### config.mk
export PLATFORM = sky130hd
export DESIGN_NAME = ir_array_sampler
export DESIGN_NICKNAME = d
export VERILOG_FILES = /design/src/rtl/ir_array_sampler.sv
export SDC_FILE = /design/constraint.sdc
export NUM_CORES = 1
export LEC_CHECK = 0
export CORE_UTILIZATION = 58
export DETAILED_ROUTE_END_ITERATION = 12
export MAX_ROUTING_LAYER = met4
export PLACE_DENSITY = 0.81
export RECOVER_POWER = 50
export SYNTH_ARGS = -nofsm -noshare
export SYNTH_HDL_FRONTEND = slang
export SYNTH_SLANG_ARGS = --single-unit
### constraint.sdc
create_clock -name clock -period 3.3 [get_ports clock]
set_clock_uncertainty 0.1 [all_clocks]
set_input_delay 0.33 -clock clock [delete_from_list [all_inputs] [get_ports clock]]
set_output_delay 0.33 -clock clock [all_outputs]
set_load 0.02 [all_outputs]
### src/rtl/ir_array_sampler.sv
`timescale 1ns/1ps
// Multi-channel IR reflectance sampler: charge, time the discharge per channel, debounce black/white.
// Define IR_INPUT_SYNC_EN to add a 2-flop synchroniser on every in_signal bit.
module ir_array_sampler #(
  parameter int CHANNELS      = 8,
  parameter int CHARGE_CYCLES = 2048,
  parameter int TIMEOUT       = 2000,
  parameter int THRESHOLD     = 1000,
  parameter int BLACK_HITS    = 8,
  localparam int CW           = $clog2(TIMEOUT + 1)
) (
  input  logic                   clock,
  input  logic                   reset,
  input  logic                   enable,
  input  logic [CHANNELS-1:0]    in_signal,
  output logic [CHANNELS-1:0]    drive_out,
  output logic [CHANNELS*CW-1:0] times,
  output logic [CHANNELS-1:0]    black,
  output logic                   sample_valid,
  output logic                   busy
);

  localparam int KW = (CHARGE_CYCLES > 1) ? $clog2(CHARGE_CYCLES) : 1;

  typedef enum logic [1:0] {IDLE, CHARGE, MEASURE, PUBLISH} state_t;

  state_t state, nextState;
  logic [KW-1:0]       chargeCnt;
  logic [CW-1:0]       measCnt;
  logic [CW-1:0]       capVal [CHANNELS];
  logic [5:0]          hitCnt [CHANNELS];
  logic [CHANNELS-1:0] captured;
  logic [CHANNELS-1:0] inSync;
  logic [CHANNELS-1:0] hitNow;
  logic                allDone;

`ifdef IR_INPUT_SYNC_EN
  logic [CHANNELS-1:0] sync1, sync2;

  // Idle level of a charged line is high, so the synchroniser resets to 1.
  always_ff @(posedge clock or negedge reset) begin
    if (!reset) begin
      sync1 <= '1;
      sync2 <= '1;
    end else begin
      sync1 <= in_signal;
      sync2 <= sync1;
    end
  end
  assign inSync = sync2;
`else
  assign inSync = in_signal;
`endif

  assign hitNow    = ~captured & ~inSync;
  assign allDone   = &(captured | ~inSync);
  assign drive_out = {CHANNELS{state == CHARGE}};
  assign busy      = (state != IDLE);

  always_ff @(posedge clock or negedge reset) begin
    if (!reset) state <= IDLE;
    else        state <= nextState;
  end

  always_comb begin
    nextState = state;
    case (state)
      IDLE:    if (enable) nextState = CHARGE;
      CHARGE:  if (chargeCnt == KW'(CHARGE_CYCLES - 1)) nextState = MEASURE;
      MEASURE: if (allDone || measCnt == CW'(TIMEOUT)) nextState = PUBLISH;
      PUBLISH: nextState = enable ? CHARGE : IDLE;
      default: nextState = IDLE;
    endcase
  end

  // Channels still high when the window closes are stamped with TIMEOUT.
  always_ff @(posedge clock or negedge reset) begin
    if (!reset) begin
      chargeCnt    <= '0;
      measCnt      <= '0;
      captured     <= '0;
      times        <= '0;
      black        <= '0;
      sample_valid <= 1'b0;
      for (int i = 0; i < CHANNELS; i++) begin
        capVal[i] <= '0;
        hitCnt[i] <= '0;
      end
    end else begin
      sample_valid <= 1'b0;
      case (state)
        IDLE: chargeCnt <= '0;
        CHARGE: begin
          chargeCnt <= chargeCnt + KW'(1);
          measCnt   <= '0;
          captured  <= '0;
        end
        MEASURE: begin
          if (measCnt != CW'(TIMEOUT)) measCnt <= measCnt + CW'(1);
          for (int i = 0; i < CHANNELS; i++) begin
            if (hitNow[i]) begin
              capVal[i]   <= measCnt;
              captured[i] <= 1'b1;
            end else if (!captured[i] && nextState == PUBLISH) begin
              capVal[i] <= CW'(TIMEOUT);
            end
          end
        end
        PUBLISH: begin
          sample_valid <= 1'b1;
          chargeCnt    <= '0;
          for (int i = 0; i < CHANNELS; i++) begin
            times[i*CW +: CW] <= capVal[i];
            if (capVal[i] >= CW'(THRESHOLD)) begin
              if (hitCnt[i] != 6'(BLACK_HITS)) hitCnt[i] <= hitCnt[i] + 6'd1;
              black[i] <= (hitCnt[i] >= 6'(BLACK_HITS - 1));
            end else begin
              hitCnt[i] <= '0;
              black[i]  <= 1'b0;
            end
          end
        end
        default: ;
      endcase
    end
  end

endmodule

* Yosys cells after proc, flatten, opt, wreduce, memory -nomap -nowiden *
Cells that the tools add are included.

cells by class
  reduce and logical (&&, ||, !) cells = 56
  muxes and demuxes = 58
  bitwise logic cells = 4
  $add $sub $neg = 10
  equality and inequality tests = 32
  order comparisons = 16

operators with widths
  cell                                                                  number
  2-to-1 mux 11 bit                                                     17
  2-to-1 mux 6 bit                                                      16
  greater-or-equal comparator 11 x 10 -> 1 bit (second input constant)  8
  AND reduction 2 bit                                                   25
  adder 6 x 1 -> 6 bit (second input constant)                          8
  greater-or-equal comparator 6 x 3 -> 1 bit (second input constant)    8
  inequality test 6 x 4 -> 1 bit (second input constant)                8
  one-hot mux 11 bit (2 select lines)                                   2
  adder 11 x 1 -> 11 bit (second input constant)                        2
  == test 11 bit (second input constant)                                2
  nonzero test 2 bit                                                    11
  2-to-1 mux 1 bit                                                      18
  inequality test 2 bit (second input constant)                         9
  inequality test 2 x 1 -> 1 bit (second input constant)                8
  inverter 8 bit                                                        2
  one-hot mux 8 bit (2 select lines)                                    1
  inequality test 11 bit (second input constant)                        1
  AND 8 bit                                                             1
  logical AND 1 bit                                                     8
  logical NOT 1 bit                                                     8
  bitwise OR 8 bit                                                      1
  one-hot mux 2 bit (4 select lines)                                    1
  AND reduction 8 bit                                                   1
  == test 2 bit (second input constant)                                 3
  other kinds (5)                                                       7

word-level totals
  output and inout port bits = 106
  logic and storage cells = 206
  bits in registers = 265
  input bits = 11

* Logic depth before layout (Yosys ltp) *
Gate-level depths: netlist of the first run.

  depth in word-level cells = 10
  depth in mapped cells = 10
  mapped depth without buffers = 7

* Worst setup path after synthesis of the first run *
OpenSTA, ideal clock, no wires.

  kind = register to register
  from = register state[1]
  to = register capVal[22] (netlist bit)
  clock period less this slack = 2,533 ps
  stages on the path, launching flop included = 10
  path buffers = 2
  setup time = 120 ps
  data arrival time = 2,313 ps
  data required time = 3,080 ps
  setup slack = 767 ps
  cells stage by stage = dfrtp_1 -> inv_1 -> ha_1 -> o21ai_0 -> o211a_1 -> a41o_1 -> or3_1 -> buf_2 -> buf_2 -> a31o_2

between the ends
  word-level cells in the longest chain between the ends = 6
  elaborated cells on any way between the ends = 12
  those cells by class = eq/ne: 4; mux: 4; reduce/logical: 4

ends and longest elaborated chain
  element                             line  text
  from (decl)                         27    state_t state, nextState;
  from (signal assigned)              62    else state <= nextState;
  == test 2 x 1 -> 1 bit              n/a
  net drive_out[0]                    16    output logic [CHANNELS-1:0] drive_out,
  one-hot mux 2 bit (4 select lines)  67    case (state)
  == test 2 bit                       104   end else if (!captured[i] && nextState == PUBLISH) begin
  logical AND 1 bit                   104
  nonzero test 2 bit (no line)        n/a
  AND reduction 2 bit (no line)       n/a
  to (signal, indexed assignment)     102   capVal[i] <= measCnt;
  to (signal, indexed assignment)     105   capVal[i] <= CW'(TIMEOUT);
  to (decl)                           30    logic [CW-1:0] capVal [CHANNELS];

The timed path passes the listed nets, and every way through them passes these cells.
A chain may end at the register's enable or synchronous reset.

* Worst setup path in the final report of the first run *
  from = register state[1]
  to = output port drive_out[5]

between the ends
  word-level cells in the longest chain between the ends = 1

ends and longest elaborated chain
  element                 line  text
  == test 2 x 1 -> 1 bit  57    assign drive_out = {CHANNELS{state == CHARGE}};
  to (decl)               16

No other way between the ends.

==> results.yml, run 1 <==
cells_and_area:
  num-nets-final: 1295
  multi_input_comb_area_um2: 5020
  layout-drive-gt1-share_pct: 17.9
  utilization_pct: 71.1
  register_area_um2: 6630
  num_antenna_cells: 0
  layout-area-overhead-vs-synth_pct: 18.7
  final_cells: 1543
  finish.instance_area_um2: 14600
  nFillCells: 1501
routing:
  postRouteWirelength_um: 29700
  drtIter0Drc: 597
  number_of_iterations_in_the_first_detailed_routing_pass: 5
  detail_route.vias_per_cell: 6.17
  avgRoutedWirePerCell_um: 19.2
  detail-route-antenna-nets: 0
  number_of_vias_after_detailed_routing: 9513
  route.detailed.drc: 0
setup_path:
  worst_path_required_time_ps: 2870
  start_kind: "flip-flop"
  critPathTopFamily: "buffers and inverters"
  critPathBufInv: 3
  cp_data_arrival_time_ps: 2350
  timing.critical_path.to_type: "primary output"
  critPathKind: "reg2out"
  cp_cell_sequence: "inv_1 > ha_1 > clkbuf_1 > clkdlybuf4s50_1"
  top_fanout_value_on_the_critical_path: 8
  cp_slowest_stage_delay_ps: 680
  slowest_stage: "sky130_fd_sc_hd__clkdlybuf4s50_1"
worst_hold_path:
  hold_path.class: "in2async"
floorplan:
  coreArea_um2: 20500
  rows: 52
  die_area_um2: 21700
  die_height_um: 147
  ioPinCount: 117
  chipWidth_um: 147
  start_util_pct: 59.9
clock_network:
  root_buffer: "sky130_fd_sc_hd__clkbuf_16"
  cts_made_buffers: 27
  cts_tree: "yes"
  postCtsResizedCells: 0
  sinks_on_clock_net: 265
  clk_transition_reported_paths_ps: 60
  clk-insertion-delay-late_ps: 530
  htreeDepth: 1
  ctsLongestPathBuffers: 3
sta:
  final_hold_viol_count: 0
  max_freq_mhz: 360
  finalCriticalPeriod_ps: 2780
  unrepaired_setup_endpoints_after_global_routing: "false"
  max_slew.worst_pin.slew_ps: 1740
  setup_viol: 0
  slew_violations: 34
  max_slew_margin_pct: -16.2
  final_min_period_over_clock_period_pct: 84.1
  setup_total_negative_slack_ps: 0
synth:
  postSynthCellCount: 1147
  synthesis.area_um2: 12300
  number_of_flops_mapped_to_enable_cells_by_yosys: 0
  ys_seq_elements: 265
  yosys.cell_count.top_type: "sky130_fd_sc_hd__dfrtp_1"
  synth.largest_area_cell: "sky130_fd_sc_hd__dfrtp_1"
  yosys_warnings: 0
  syn_area_per_cell_um2: 10.7
  postSynthNetCount: 1183
  yosysUniqueCellTypes: 48
  synth_top_cells_by_count: "sky130_fd_sc_hd__dfrtp_1 (265), sky130_fd_sc_hd__mux2_2 (101), sky130_fd_sc_hd__o21ai_0 (95), sky130_fd_sc_hd__inv_1 (83)"
  ys_async_sr_fraction_pct: 100
  synth-seq-area-share_pct: 54.0
  ys_dominant_reg_cell: "sky130_fd_sc_hd__dfrtp_1"
  ys_top_cells_by_area: "sky130_fd_sc_hd__dfrtp_1 (54%), sky130_fd_sc_hd__mux2_2 (9.3%), sky130_fd_sc_hd__o21ai_0 (3.9%)"
  netlist.area_leader.share_pct: 54.0
global_route:
  antenna_found_initial: 0
  grt_pass1_vias: 9440
  grt.total_usage_pct: 28.9
  globalRoute.totalOverflow: 0
  grt_first_pass_wirelength_um: 49200
  grt_max_degree: 96
power:
  power_mw: 6.27
  netSwitchingFraction_pct: 20.9
  power_leakage_nw: 6.40
  power.share.sequential_pct: 51.9
  switching_power_mw: 1.31
  power_frac_clock_pct: 46.2
  comb_power_share_pct: 1.9
  p_int_mw: 4.96
  vdd_ir_drop_max_mv: 0.387
  power_density_nw_per_um2: 430
placed_design:
  number_of_buffers_added_on_ports: 116
  routabilityCongestion: 0.827
  hpwlAfterDp_um: 19000
  placed_cell_area_um2: 13800
  numPlacedInstances: 1499
job:
  drv_cap: 1
status:
  run_status: "finished with violations"
  failing_checks: "capacitance limit, slew limit"
registers in the layout, indices dropped and copies added, names as in the netlist:
register and count:
state 2, capVal 88, black 8, measCnt 11, hitCnt 48, times 88
captured 8, sample_valid 1, chargeCnt 11
worst paths after layout:
kind,from,end,slack [ps],cells after the start
worst max-delay path,state[1],drive_out[5],520,4
worst min-delay path,reset,hitCnt[36],340,2
worst max register to register,state[1],capVal[35],570,8
worst min register to register,times[65],times[65],400,1
max in group asynchronous,reset,times[74],690,3
min in group clock,times[65],times[65],400,1
cells by family (layout without fill, tap and decap cells):
logic type      Yosys count  count (layout)  share of synthesized area, %
simple gates            269             269                          10.9
flops                   265             265                          54.0
compound gates          327             327                          17.5
fa+ha+maj                25              25                          2.55
xor+xnor                 10              10                         0.714
mux                     101             101                          9.27
buf+inv                 150             276                          5.04
routing by layer:
metal	part of all wire [%]	vias to the layer above	wire [um]	track usage, %
met5	0	-	0	-
met4	2.7	0	811	8.71
met3	6.3	71	1860	5.12
met2	49	339	14600	45.9
met1	42	4741	12400	38.1
li1	-	4362	-	-
power by group through the flow:
stage          Sequential (mW)  Combinational [mW]  Clock, mW
6_report                  3.25               0.120       2.90
5_1_grt                   3.25               0.135       3.06
4_1_cts                   3.25               0.129       2.93
3_5_place_dp              3.31               0.126          0
3_3_place_gp              3.31               0.126          0
2_1_floorplan             3.31              0.0179          0
area by class of cell:
type / instances / area share, %
clock buffers: 40 / 5.59
clock inverters: 3 / 0.137
inverters: 84 / 2.16
multi-input cells: 732 / 34.5
flip-flops and latches: 265 / 45.5
well taps: 270 / 2.32
repair buffers: 149 / 9.77
metrics by stage:
| stage | hold slack (ps) | worst slack, ps |
|---|---|---|
| 2_1_floorplan | -65.6 | 767 |
| 3_3_place_gp | 324 | 640 |
| 3_5_place_dp | 326 | 584 |
| 4_1_cts | 376 | 646 |
| 5_1_grt | 399 | 269 |
| 6_report | 343 | 523 |
layout by cell type, fill, tap and decap left out, types with 3 or more instances in the layout:
master                            netlist  final
sky130_fd_sc_hd__dfrtp_1              265    265
sky130_fd_sc_hd__clkdlybuf4s50_1        0    115
sky130_fd_sc_hd__mux2_2               101    101
sky130_fd_sc_hd__o21ai_0               95     95
sky130_fd_sc_hd__inv_1                 83     83
sky130_fd_sc_hd__nand2_1               66     66
sky130_fd_sc_hd__nor2_1                66     66
sky130_fd_sc_hd__o22ai_1               54     54
sky130_fd_sc_hd__a31oi_1               49     49
sky130_fd_sc_hd__a31o_2                40     40
sky130_fd_sc_hd__nand3_1               27     27
sky130_fd_sc_hd__clkbuf_16              0     27
sky130_fd_sc_hd__ha_1                  25     25
sky130_fd_sc_hd__buf_4                  7     25
sky130_fd_sc_hd__nand2b_1              24     24
sky130_fd_sc_hd__a21oi_1               22     22
sky130_fd_sc_hd__a22o_1                22     22
sky130_fd_sc_hd__and3_1                16     16
sky130_fd_sc_hd__nand4_1               15     15
sky130_fd_sc_hd__or2_2                 15     15
sky130_fd_sc_hd__o31ai_1               14     14
sky130_fd_sc_hd__nor2b_1               11     11
sky130_fd_sc_hd__xor2_1                 9      9
sky130_fd_sc_hd__clkbuf_8               0      9
sky130_fd_sc_hd__o21a_1                 8      8
sky130_fd_sc_hd__a2111oi_0              8      8
sky130_fd_sc_hd__clkbuf_1              37      8
sky130_fd_sc_hd__nor3b_1                7      7
sky130_fd_sc_hd__nor3_1                 5      5
sky130_fd_sc_hd__a21o_1                 4      4
sky130_fd_sc_hd__nor4_1                 3      3
sky130_fd_sc_hd__and2_1                 3      3
sky130_fd_sc_hd__o211ai_1               3      3
repair_timing:
action / CTS / global route
hold endpoints to repair: 89 / 0
hold buffers: 1 / 0
buffers inserted: 0 / 0
worst reg2reg max path: cells and delay by family, from the launching register on:
family	cells	cell delay, ps
AO/OA/AOI/OAI	1	330
buffers and inverters	3	740
flip-flops	1	430
adder cells (fa/ha/maj)	1	250
AND/OR/NAND/NOR	3	750
(Power assumes the default switching activity.)
==> run 2: changes to the inputs <==
--- a/config.mk
+++ b/config.mk
@@ -5,10 +5,10 @@
 export SDC_FILE = /design/constraint.sdc
 export NUM_CORES = 1
 export LEC_CHECK = 0
-export CORE_UTILIZATION = 58
+export CORE_UTILIZATION = 52
 export DETAILED_ROUTE_END_ITERATION = 12
 export MAX_ROUTING_LAYER = met4
-export PLACE_DENSITY = 0.81
+export PLACE_DENSITY = 0.76
 export RECOVER_POWER = 50
 export SYNTH_ARGS = -nofsm -noshare
 export SYNTH_HDL_FRONTEND = slang
==> constraint.sdc (replaced) <==
create_clock -name clock -period 2.35 [get_ports clock]
set_clock_uncertainty 0.1 [all_clocks]
set_input_delay 0.235 -clock clock [delete_from_list [all_inputs] [get_ports clock]]
set_output_delay 0.235 -clock clock [all_outputs]
set_load 0.02 [all_outputs]
==> run 2 against run 1 <==
Compared with the run above: the flow still finishes with violations (capacitance limit, slew limit); largest cell class unchanged; sequential power grew 40%; clock power grew 53%; sequential share of layout area fell by 2.0 points; critical endpoint is now capVal[27]; critical path type is now reg2reg; total power rose by 47%; largest power group unchanged; critical path depth rose by 4.
==> results.yml, run 2 (synthesis results as in run 1) <==
global_route:
  grt_pass1_vias: 9392
  grt_max_degree: 98
  grt_first_pass_wirelength_um: 48600
  antenna_found_initial: 0
  grt.total_usage_pct: 25.8
  globalRoute.totalOverflow: 0
setup_path:
  worst_path_required_time_ps: 2670
  critPathKind: "reg2reg"
  cp_data_arrival_time_ps: 2670
  start_kind: "flip-flop"
  top_fanout_value_on_the_critical_path: 8
  timing.critical_path.to_type: "flip-flop"
placed_design:
  routabilityCongestion: 0.833
  hpwlAfterDp_um: 19000
  number_of_buffers_added_on_ports: 116
  worst_setup_slack_before_clock_tree_synthesis_ps: -207
routing:
  route.detailed.drc: 0
  postRouteWirelength_um: 30200
  drtIter0Drc: 817
  detail_route.vias_per_cell: 5.86
  number_of_iterations_in_the_first_detailed_routing_pass: 6
  detail-route-antenna-nets: 0
  avgRoutedWirePerCell_um: 18.5
  number_of_vias_after_detailed_routing: 9586
cells_and_area:
  layout-drive-gt1-share_pct: 22.0
  num_antenna_cells: 0
  layout-area-overhead-vs-synth_pct: 24.1
  layout_common_cells: "sky130_fd_sc_hd__dfrtp_1 (265), sky130_fd_sc_hd__clkdlybuf4s50_1 (106), sky130_fd_sc_hd__mux2_2 (101)"
  num-nets-final: 1337
  mostFrequentLayoutCell: "sky130_fd_sc_hd__dfrtp_1"
  nFillCells: 1669
  largest_registers_ranked_by_flip_flop_count: "capVal: 88 flops, times: 88 flops, hitCnt: 48 flops"
  utilization_pct: 66.5
clock_network:
  root_buffer: "sky130_fd_sc_hd__clkbuf_16"
  clk_transition_reported_paths_ps: 60
  clk-insertion-delay-late_ps: 540
  ctsLongestPathBuffers: 3
  sinks_on_clock_net: 265
  cts_made_buffers: 28
  htreeDepth: 1
  cts_tree: "yes"
power:
  power_density_nw_per_um2: 603
  power_mw: 9.19
  power.share.sequential_pct: 49.7
  p_int_mw: 7.22
  comb_power_share_pct: 1.9
  power_frac_clock_pct: 48.4
  switching_power_mw: 1.97
  vdd_ir_drop_max_mv: 0.471
  netSwitchingFraction_pct: 21.5
  power_leakage_nw: 6.70
sta:
  slew_violations: 55
  max_slew_margin_pct: -3.57
  final_min_period_over_clock_period_pct: 99.8
  finalCriticalPeriod_ps: 2350
  max_slew.worst_pin.slew_ps: 1550
  setup_viol: 0
  worst_hold_slack_ps: 363
  max_freq_mhz: 426
  timing.final.ws_setup_ps: 3.57
  final_hold_viol_count: 0
floorplan:
  rows: 55
  die_area_um2: 24200
  chipWidth_um: 156
  coreArea_um2: 22900
  die_height_um: 156
  ioPinCount: 117
  start_util_pct: 53.6
worst_hold_path:
  hold_path.class: "in2reg"
job:
  drv_cap: 1
status:
  run_status: "finished with violations"
  failing_checks: "capacitance limit, slew limit"
run 2: cell types whose count changed in the layout (fill, tap and decap cells not counted), moves of 5 or more:
cell and change:
sky130_fd_sc_hd__dlygate4sd2_1 +8, sky130_fd_sc_hd__ha_4 +5, sky130_fd_sc_hd__buf_4 +35, sky130_fd_sc_hd__ha_1 -5
sky130_fd_sc_hd__clkbuf_8 -5, sky130_fd_sc_hd__clkdlybuf4s50_1 -9, sky130_fd_sc_hd__clkinv_2 +5
run 2: routing by layer:
metal	track usage (%)	wire, um	vias up
li1	-	-	4441
met1	34.7	13400	4729
met2	40.5	14100	343
met3	3.42	1870	73
met4	8.64	862	0
met5	-	0	-
run 2: path summary, 6_finish.rpt:
path                              start          end  slack (ps)  cells after the start
setup / recovery               state[0]   capVal[27]           4                      8
hold / removal             in_signal[7]  captured[7]         360                      3
setup reg to reg               state[0]   capVal[27]           4                      8
hold reg to reg               times[74]    times[74]         400                      1
max in group asynchronous         reset    times[74]         390                      3
min in group asynchronous         reset   hitCnt[36]         530                      2
run 2: timing repair:
action,in CTS,in global routing
hold endpoints to repair,224,0
pin swaps,0,4
endpoints found under the setup margin,60,55
buffers inserted,0,7
cloned,1,3
hold buffers,1,0
gates resized for setup,13,15
run 2: power by group through the flow:
stage | logic [mW] | registers [mW] | clock network (mW)
6_report | 0.174 | 4.56 | 4.45
5_1_grt | 0.197 | 4.56 | 4.70
4_1_cts | 0.183 | 4.56 | 4.51
3_5_place_dp | 0.180 | 4.65 | 0
3_3_place_gp | 0.179 | 4.65 | 0
2_1_floorplan | 0.0251 | 4.65 | 0
run 2: critical path: stages (launching register included):
cell and delay (ps):
sky130_fd_sc_hd__dfrtp_1 390, sky130_fd_sc_hd__inv_2 130, sky130_fd_sc_hd__ha_4 160, sky130_fd_sc_hd__inv_2 30, sky130_fd_sc_hd__o211a_1 220, sky130_fd_sc_hd__a41o_1 230
sky130_fd_sc_hd__or3_4 500, sky130_fd_sc_hd__clkbuf_16 210, sky130_fd_sc_hd__a31o_2 240
run 2: metrics by stage:
step | instance area (um2) | setup TNS [ps] | instances
finish | 15200 | 0 | 1636
detailed placement | 14100 | -11550 | 1572
CTS | 15100 | -2.30 | 1626
floorplan | 12300 | 0 | 1147
global route | 15200 | -1280 | 1636
global placement | 14100 | -7510 | 1572
run 2: cell type report:
| class | count | area (um2) | area share [%] |
|---|---|---|---|
| clock inverter | 14 | 139 | 0.912 |
| sequential | 265 | 6630 | 43.5 |
| tap | 313 | 392 | 2.57 |
| clock buffer | 38 | 800 | 5.25 |
| multi-input combinational | 732 | 5120 | 33.6 |
| inverter | 84 | 315 | 2.07 |
| timing repair buffer | 190 | 1840 | 12.1 |
